<file path="src/rtl/uart_tx_arbiter.sv">
`default_nettype none
// ============================================================================
// Module   : uart_tx_arbiter
// Brief    : Round-robin, packet-locking arbiter sharing one uart_tx serializer.
// Revision : 1.0 - initial release
// ============================================================================
module uart_tx_arbiter #(
    parameter int N_REQ   = 4,
    parameter int LOCK_TO = 1024
) (
    input  logic                 clk,
    input  logic                 rst_n,
    input  logic [N_REQ-1:0]     req_valid,
    input  logic [8*N_REQ-1:0]   req_data,
    input  logic [N_REQ-1:0]     req_last,
    output logic [N_REQ-1:0]     req_ready,
    input  logic [4*N_REQ-1:0]   cfg_databits,
    input  logic [6*N_REQ-1:0]   cfg_stopbits,
    input  logic [2*N_REQ-1:0]   cfg_parity,
    output logic [N_REQ-1:0]     grant,
    output logic                 busy,
    output logic                 uart_start_n,
    output logic [7:0]           uart_din,
    output logic [3:0]           uart_databits,
    output logic [5:0]           uart_stopbits,
    output logic [1:0]           uart_paritybit,
    input  logic                 uart_done_tick
);

    localparam int               c_PW  = $clog2(N_REQ);
    localparam int               c_TW  = (LOCK_TO > 0) ? $clog2(LOCK_TO + 1) : 1;
    localparam logic [N_REQ-1:0] c_ONE = N_REQ'(1);

    localparam logic [1:0] c_IDLE  = 2'd0;
    localparam logic [1:0] c_SEL   = 2'd1;
    localparam logic [1:0] c_START = 2'd2;
    localparam logic [1:0] c_WAIT  = 2'd3;

    logic [1:0]       r_state;
    logic [1:0]       w_state_nxt;
    logic [N_REQ-1:0] r_grant;
    logic [c_PW-1:0]  r_gidx;
    logic [c_PW-1:0]  r_ptr;
    logic [c_PW-1:0]  w_ptr_nxt;
    logic [c_PW-1:0]  w_sel_idx;
    logic [c_PW:0]    w_sum;
    logic [c_TW-1:0]  r_to_cnt;
    logic             r_last;
    logic [7:0]       r_din;
    logic [3:0]       r_databits;
    logic [5:0]       r_stopbits;
    logic [1:0]       r_parity;
    logic [7:0]       w_gnt_data;
    logic             w_gnt_last;
    logic [3:0]       w_sel_db;
    logic [5:0]       w_sel_sb;
    logic [1:0]       w_sel_par;
    logic             w_found;
    logic             w_accept;
    logic             w_to_hit;
    logic [N_REQ-1:0] w_ready;

    // First valid requester at or after the round-robin pointer, with wrap.
    always_comb begin
        w_found   = 1'b0;
        w_sel_idx = '0;
        w_sum     = '0;
        for (int k = 0; k < N_REQ; k++) begin
            w_sum = {1'b0, r_ptr} + (c_PW+1)'(k);
            if (w_sum >= (c_PW+1)'(N_REQ)) begin
                w_sum = w_sum - (c_PW+1)'(N_REQ);
            end
            if (!w_found && req_valid[w_sum[c_PW-1:0]]) begin
                w_found   = 1'b1;
                w_sel_idx = w_sum[c_PW-1:0];
            end
        end
    end

    // Sanitised config of the candidate, and data/last of the current owner.
    always_comb begin
        w_sel_db   = 4'd8;
        w_sel_sb   = 6'd16;
        w_sel_par  = 2'd0;
        w_gnt_data = 8'd0;
        w_gnt_last = 1'b0;
        for (int i = 0; i < N_REQ; i++) begin
            if (w_sel_idx == c_PW'(i)) begin
                w_sel_db  = (cfg_databits[4*i +: 4] == 4'd7)  ? 4'd7  : 4'd8;
                w_sel_sb  = (cfg_stopbits[6*i +: 6] == 6'd32) ? 6'd32 : 6'd16;
                w_sel_par = (cfg_parity[2*i +: 2] == 2'd3)    ? 2'd0  : cfg_parity[2*i +: 2];
            end
            if (r_gidx == c_PW'(i)) begin
                w_gnt_data = req_data[8*i +: 8];
                w_gnt_last = req_last[i];
            end
        end
    end

    assign w_ready   = (r_state == c_SEL) ? (r_grant & req_valid) : '0;
    assign w_accept  = |w_ready;
    assign w_to_hit  = (LOCK_TO != 0) && (r_to_cnt == c_TW'(LOCK_TO - 1));
    assign w_ptr_nxt = (r_gidx == c_PW'(N_REQ - 1)) ? '0 : r_gidx + c_PW'(1);

    always_comb begin
        w_state_nxt = r_state;
        case (r_state)
            c_IDLE:  if (w_found) w_state_nxt = c_SEL;
            c_SEL: begin
                if (w_accept)      w_state_nxt = c_START;
                else if (w_to_hit) w_state_nxt = c_IDLE;
            end
            c_START: w_state_nxt = c_WAIT;
            c_WAIT: begin
                if (uart_done_tick) w_state_nxt = r_last ? c_IDLE : c_SEL;
            end
            default: w_state_nxt = c_IDLE;
        endcase
    end

    always_ff @(posedge clk or negedge rst_n) begin
        if (!rst_n) r_state <= c_IDLE;
        else        r_state <= w_state_nxt;
    end

    always_ff @(posedge clk or negedge rst_n) begin
        if (!rst_n) begin
            r_grant    <= '0;
            r_gidx     <= '0;
            r_ptr      <= '0;
            r_to_cnt   <= '0;
            r_last     <= 1'b0;
            r_din      <= 8'd0;
            r_databits <= 4'd8;
            r_stopbits <= 6'd16;
            r_parity   <= 2'd0;
        end else begin
            case (r_state)
                c_IDLE: begin
                    if (w_found) begin
                        r_grant    <= c_ONE << w_sel_idx;
                        r_gidx     <= w_sel_idx;
                        r_databits <= w_sel_db;
                        r_stopbits <= w_sel_sb;
                        r_parity   <= w_sel_par;
                    end
                end
                c_SEL: begin
                    if (w_accept) begin
                        r_din    <= w_gnt_data;
                        r_last   <= w_gnt_last;
                        r_to_cnt <= '0;
                    end else if (w_to_hit) begin
                        // Stalled owner loses the lock and drops to lowest priority.
                        r_grant  <= '0;
                        r_ptr    <= w_ptr_nxt;
                        r_to_cnt <= '0;
                    end else if (LOCK_TO != 0) begin
                        r_to_cnt <= r_to_cnt + c_TW'(1);
                    end
                end
                c_WAIT: begin
                    if (uart_done_tick && r_last) begin
                        r_grant <= '0;
                        r_ptr   <= w_ptr_nxt;
                    end
                end
                default: ;
            endcase
        end
    end

    assign req_ready      = w_ready;
    assign grant          = r_grant;
    assign busy           = (r_state != c_IDLE);
    assign uart_start_n   = (r_state != c_START);
    assign uart_din       = r_din;
    assign uart_databits  = r_databits;
    assign uart_stopbits  = r_stopbits;
    assign uart_paritybit = r_parity;

endmodule
`default_nettype wire

</file>
<file path="config.mk">
export PLATFORM = sky130hd
export DESIGN_NAME = uart_tx_arbiter
export DESIGN_NICKNAME = d
export VERILOG_FILES = /design/src/rtl/uart_tx_arbiter.sv
export SDC_FILE = /design/constraint.sdc
export NUM_CORES = 1
export LEC_CHECK = 0
export CAP_MARGIN = 30
export CORE_MARGIN = 3
export CORE_UTILIZATION = 36
export DETAILED_ROUTE_END_ITERATION = 10
export GPL_ROUTABILITY_DRIVEN = 0
export PLACE_DENSITY = 0.82
export RECOVER_POWER = 25
export SLEW_MARGIN = 20
export SYNTH_ARGS = -nofsm -noshare
export SYNTH_HDL_FRONTEND = slang
export SYNTH_SLANG_ARGS = --single-unit
</file>
<file path="constraint.sdc">
create_clock -name clk -period 2 [get_ports clk]
set_clock_uncertainty 0.15 [all_clocks]
set_input_delay 0.5 -clock clk [delete_from_list [all_inputs] [get_ports clk]]
set_output_delay 0.5 -clock clk [all_outputs]
set_load 0.03 [all_outputs]
</file>
==> flow_metrics.env, run 1 <==
export IMPL_fin_crit_sh_pct=98.8
export IMPL_synth_seq_cells=36
export IMPL_grt_usage_pct=20.6
export IMPL_syn2layout_area_growth_pct=71.3
export IMPL_clk_latency_ps=290
export IMPL_clock_sinks=36
export IMPL_crit_required_ps=1350
export IMPL_synth_edf_count=0
export IMPL_grt_ovfl_total=0
export IMPL_layout_nets=506
export IMPL_ys_types=58
export IMPL_r2r_start="r_to_cnt[1]$_DFFE_PN0P_"
export IMPL_ir_drop_uv=728
export IMPL_vias=2616
export IMPL_seq_area_sq_um=905
export IMPL_start_util_pct=38.2
export IMPL_multiInputGateArea_sq_mm=0.00137
export IMPL_antenna_left=0
export IMPL_synth_top_flop_cell="dfrtp_1"
export IMPL_final_core_util_pct=65.3
export IMPL_postPlaceCellArea_sq_mm=0.00377
export IMPL_cts_tree="yes"
export IMPL_hold_violations=0
export IMPL_synth_area_top_cells="dfrtp_1 37%, a21oi_1 4.8%, nor2_1 3.9%, nor2b_1 3.8%, nand2_1 3.4%"
export IMPL_fmax_mhz=506
export IMPL_final_area_sq_mm=0.00396
export IMPL_die_y_um=86.1
export IMPL_endpoint_kind="primary output"
export IMPL_routedWlPerCell_um=15.6
export IMPL_num_rows=28
export IMPL_grt_start_max_net_pins=19
export IMPL_io_pin_count=121
export IMPL_yosysSeqAreaShare_pct=39.1
export IMPL_rsz0062_at_grt="yes"
export IMPL_rrSetupSlack_ps=110
export IMPL_power_static_leakage_nw=1.73
export IMPL_tightest_slew_ps=899
export IMPL_cts_buffers=5
export IMPL_crit_arrival_ps=1330
export IMPL_synthCells=258
export IMPL_layout_drive_gt1_share_pct=19.2
export IMPL_grt_pass1_vias=2726
export IMPL_power_density_mw_per_mm2=1310
export IMPL_fill_cells=498
export IMPL_dr_pass1_iters=4
export IMPL_relSlewSlack_pct=40.1
export IMPL_critPathLaunchType="flip-flop"
export IMPL_status="finished, final reports clean"
export IMPL_dieWidth_um=86.1
export IMPL_grt_pass1_wl_um=12200
export IMPL_final_min_clock_period_ps=1980
export IMPL_cts_buffer_depth=2
export IMPL_detail_route_vias_per_cell=5.38
export IMPL_synth_top_area_share_pct=36.8
export IMPL_drv_cap=0
export IMPL_report_power_total_w=0.00520
export IMPL_drcViolationCount=0
export IMPL_htreeDepth=2
export IMPL_critical_path_startpoint="r_state[0]$_DFFE_PN0P_"
export IMPL_hold_class="flip-flop to flip-flop"
export IMPL_path_class="flip-flop to primary output"
export IMPL_die_area_sq_mm=0.00742
export IMPL_synthArstFlopShare_pct=100
export IMPL_antennaDiodeCount=0
export IMPL_path_clk_slew_ps=70
export IMPL_synth_top_area_cell="dfrtp_1"
export IMPL_setup_viol=0
export IMPL_drv_slew=0
export IMPL_antenna_found_initial=0
export IMPL_min_from="uart_din[6]$_DFFE_PN0P_"
export IMPL_ys_warn_count=0
export IMPL_drtIter0Drc=174
export IMPL_clock_root_buffer="clkbuf_8"
export IMPL_portBuffers=116
export IMPL_syn_avg_cell_area_sq_um=8.96
export IMPL_core_area_sq_mm=0.00606
export IMPL_dp_hpwl_um=5870
export IMPL_syn_area_sq_mm=0.00231
export IMPL_cp_max_fo=3
export IMPL_wl_um=7600
==> critical path: stages (launching register included) <==
cell and delay (ps):
dfrtp_1 400, buf_4 140, nand2b_1 130, dlygate4sd2_1 360
==> Yosys cell counts (all sizes together) (3+ instances only) <==
| library cell | n |
|---|---|
| clkbuf | 6 |
| a21o | 4 |
| mux2 | 3 |
| nand3b | 4 |
| nand2b | 3 |
| o21a | 4 |
| inv | 9 |
| nand4b | 5 |
| and3 | 3 |
| a21oi | 22 |
| dfrtp | 34 |
| nand3 | 4 |
| o21ai | 9 |
| buf | 10 |
| nor3 | 10 |
| nor2 | 24 |
| a221oi | 8 |
| nand2 | 21 |
| nor2b | 14 |
| a21boi | 3 |
| ha | 5 |
| xnor2 | 3 |
| nand4 | 4 |
| nor3b | 3 |
| a22o | 5 |
| o211ai | 3 |
| nor4 | 6 |
==> where the power goes <==
group          switching [W]  internal [W]  leakage (nW)
Clock               0.000278      0.000370        0.0552
Combinational        0.00170       0.00155          1.23
Sequential          0.000263       0.00105         0.446
==> flip-flops by register name, indices dropped and copies added (netlist names), 2 cells and up, named ones only <==
register        flops
uart_stopbits       2
r_to_cnt           11
uart_paritybit      2
uart_databits       2
r_ptr               2
uart_din            8
grant               4
r_gidx              2
==> placed cells by master, fill, tap and decap left out, drive strengths merged, types with 2 or more instances in the layout <==
cell           count
dlygate4sd2       12
nor3              10
nand2             21
o21a               4
o211ai             3
clkbuf             9
clkdlybuf4s50     89
conb               4
nand3b             4
a22o               5
dlymetal6s2s       6
ha                 5
a221oi             8
mux2               3
a21oi             22
buf               45
and3b              2
and3               3
nor4               6
o221ai             3
nand4b             5
nand4              4
nor2b             14
nand3              4
dfstp              2
nor2              24
a21o               4
nor3b              3
o21ai              9
xnor2              3
inv                9
a32oi              2
nand2b             3
a31oi              2
dfrtp             34
a21boi             3
==> logic make-up after synthesis <==
| group | synth area share [%] |
|---|---|
| xor+xnor | 1.14 |
| fa+ha+maj | 2.71 |
| other cells | 0.162 |
| simple gates | 26.0 |
| flops | 39.1 |
| buf+inv | 5.52 |
| compound gates | 23.3 |
| mux | 2.06 |
==> path summary, 6_finish.rpt <==
check                      cells past startpoint                      endpoint
hold reg to reg                                1       uart_din[6]$_DFFE_PN0P_
setup reg to reg                               8       r_to_cnt[2]$_DFFE_PN0P_
max in group asynchronous                      3  uart_databits[3]$_DFFE_PN1P_
hold / removal                                 1       uart_din[6]$_DFFE_PN0P_
min in group asynchronous                      2       r_to_cnt[9]$_DFFE_PN0P_
setup / recovery                               3                  uart_start_n
==> cell type report <==
cell class	count	area share [%]
Clock buffer	6	1.83
Clock inverter	2	0.885
Inverter	9	0.853
Multi-Input combinational cell	201	34.5
Sequential cell	36	22.8
Tap cell	75	2.37
Timing Repair Buffer	157	36.7
==> through the flow <==
step                      hold slack, ps  setup slack, ps  setup TNS (ps)  cells
after floorplan                     54.4             29.7               0    261
after detailed placement             292             -522          -13130    473
after global routing                 388            -21.1           -38.5    486
after global placement               279             -404          -10810    473
after CTS                            348            -23.2           -23.2    483
final                                345             24.7               0    486
==> per-layer routing <==
layer	track usage, %	wire (um)	up-vias
li1	-	-	1249
met1	24.1	3050	1234
met2	35.5	3760	115
met3	6.15	610	18
met4	7.48	174	0
met5	0	0	-
==> repair_timing <==
action / 4_1_cts / 5_1_grt
gates resized for setup: 19 / 27
cloned: 0 / 1
pin swaps: 0 / 2
endpoints found under the setup margin: 42 / 30
hold buffers: 1 / 0
buffers inserted: 1 / 2
hold endpoints to repair: 14 / 0
No activity file was read; power rests on OpenSTA's default activity.
==> run 2, diff against run 1 <==
Settings changed: CAP_MARGIN 30 to 20, SKIP_LAST_GASP set to 1, TNS_END_PERCENT set to 50.
==> flow_metrics.env, run 2 (synthesis gave the netlist of run 1 again) <==
export IMPL_status="finished, final reports clean"
export IMPL_slowest_stage="clkdlybuf4s50_1"
export IMPL_critical_path_top_delay_family="buffers and inverters"
export IMPL_die_y_um=86.1
export IMPL_relSlewSlack_pct=41.1
export IMPL_critPathLaunchType="flip-flop"
export IMPL_path_clk_slew_ps=80
export IMPL_final_common_cell="clkdlybuf4s50_1"
export IMPL_grt_start_max_net_pins=19
export IMPL_wl_um=7540
export IMPL_crit_arrival_ps=1340
export IMPL_cts_tree="yes"
export IMPL_clock_root_buffer="clkbuf_8"
export IMPL_placed_cells=473
export IMPL_vias=2595
export IMPL_drv_cap=0
export IMPL_largest_register_ffs=11
export IMPL_ir_drop_uv=738
export IMPL_final_cell_mix="96 x clkdlybuf4s50_1, 40 x buf_4, 33 x dfrtp_1"
export IMPL_tightest_slew_ps=884
export IMPL_fill_cells=503
export IMPL_crit_cells=1
export IMPL_cts_buffer_depth=2
export IMPL_die_area_sq_mm=0.00742
export IMPL_slowest_delay_ps=680
export IMPL_cp_max_fo=3
export IMPL_fin_crit_sh_pct=99.7
export IMPL_htreeDepth=2
export IMPL_fin_setup_tns_ps=0
export IMPL_cp_cell_sequence="clkdlybuf4s50_1"
export IMPL_hold_path_depth=1
export IMPL_layout_drive_gt1_share_pct=18.0
export IMPL_instances_no_fill=486
export IMPL_reg2reg_depth=8
export IMPL_fmax_mhz=501
export IMPL_clock_sinks=36
export IMPL_cts_buffers=5
export IMPL_grt_pass1_wl_um=12200
export IMPL_grt_pass1_vias=2726
export IMPL_drtIter0Drc=166
export IMPL_start_util_pct=38.2
export IMPL_num_rows=28
export IMPL_io_pin_count=121
export IMPL_endpoint_kind="primary output"
export IMPL_final_min_clock_period_ps=1990
export IMPL_setup_viol=0
export IMPL_syn2layout_area_growth_pct=70.6
export IMPL_path_buf_inv=1
export IMPL_drcViolationCount=0
export IMPL_routedWlPerCell_um=15.5
export IMPL_portBuffers=116
export IMPL_clk_latency_ps=290
export IMPL_antenna_left=0
export IMPL_crit_required_ps=1350
export IMPL_multiInputGateArea_sq_mm=0.00134
export IMPL_antenna_found_initial=0
export IMPL_hold_class="flip-flop to flip-flop"
export IMPL_top_register="r_to_cnt"
export IMPL_drv_slew=0
export IMPL_power_static_leakage_nw=1.74
export IMPL_path_class="flip-flop to primary output"
export IMPL_detail_route_vias_per_cell=5.34
export IMPL_seq_area_sq_um=905
export IMPL_grt_ovfl_total=0
export IMPL_dr_pass1_iters=5
export IMPL_grt_usage_pct=20.6
export IMPL_core_area_sq_mm=0.00606
export IMPL_rsz0062_at_grt="yes"
export IMPL_dieWidth_um=86.1
export IMPL_power_density_mw_per_mm2=1320
export IMPL_hold_violations=0
export IMPL_dp_hpwl_um=5870
export IMPL_layout_nets=506
export IMPL_antennaDiodeCount=0
## run 2: cell types whose count changed in the layout (fill, tap and decap cells not counted), moves of 2 or more
cell,change
clkdlybuf4s50_1,+7
dlygate4sd2_1,-7
nand2_1,+2
nand2_2,-2
## run 2: worst reg2reg max path: cells and delay by family, from the launching register on
family                   cells  cell delay, ps
adder cells (fa/ha/maj)      1             210
AND/OR/NAND/NOR              4             710
AO/OA/AOI/OAI                1             100
flip-flops                   1             410
buffers and inverters        2             310
## run 2: timing repair
item                                    in CTS  in global routing
gates cloned                                 0                  1
gates resized for setup                     11                 23
pin swaps                                    0                  1
endpoints found under the setup margin      42                 41
endpoints found under the hold margin       14                  0
buffers inserted                             1                  2
hold buffers                                 1                  0
## run 2: where the power goes
group          total, W  switching (W)  internal, W
Combinational   0.00327        0.00169      0.00158
Clock          0.000649       0.000279     0.000370
Sequential      0.00131       0.000259      0.00105
## run 2: routing by layer
metal  vias up  GRT usage (%)  wire length (um)
met5         -              0                 0
met3        15           6.15               614
met4         0           7.48               155
li1       1247              -                 -
met1      1216           24.1              3000
met2       117           35.5              3770
## run 2: path summary, 6_finish.rpt
check	from	to	slack (ps)
hold reg to reg	uart_din[6]$_DFFE_PN0P_	uart_din[6]$_DFFE_PN0P_	340
setup reg to reg	r_to_cnt[1]$_DFFE_PN0P_	r_to_cnt[2]$_DFFE_PN0P_	60
min in group asynchronous	rst_n	r_to_cnt[9]$_DFFE_PN0P_	680
hold / removal	uart_din[6]$_DFFE_PN0P_	uart_din[6]$_DFFE_PN0P_	340
max in group asynchronous	rst_n	uart_databits[3]$_DFFE_PN1P_	230
setup / recovery	grant[2]$_DFFE_PN0P_	grant[2]	5
## run 2: area by class of cell
cell class,instances,share of cell area [%]
Sequential cell,36,22.9
Timing Repair Buffer,157,37.2
Multi-Input combinational cell,201,33.9
Clock inverter,2,0.888
Tap cell,75,2.38
Inverter,9,0.856
Clock buffer,6,1.84
## run 2: stage by stage
| step | util [%] | total power, W | hold slack, ps | instance area (sq um) | setup WS (ps) |
|---|---|---|---|---|---|
| final | 65.1 | 0.00522 | 345 | 3950 | 5.22 |
| after global routing | 65.1 | 0.00560 | 388 | 3950 | -72.3 |
| after CTS | 64.1 | 0.00513 | 348 | 3880 | -69.7 |
| after detailed placement | 62.2 | 0.00449 | 292 | 3770 | -522 |
| after global placement | 62.2 | 0.00441 | 279 | 3770 | -404 |
| after floorplan | - | 0.00311 | 54.4 | 2320 | 29.7 |
==> run 3, diff against run 2 <==
Settings changed: ABC_CLOCK_PERIOD_IN_PS set to 2000, CTS_CLUSTER_SIZE set to 40.
==> results of run 3 <==
The final DEF is identical to that of run 2; final timing and power are the same.
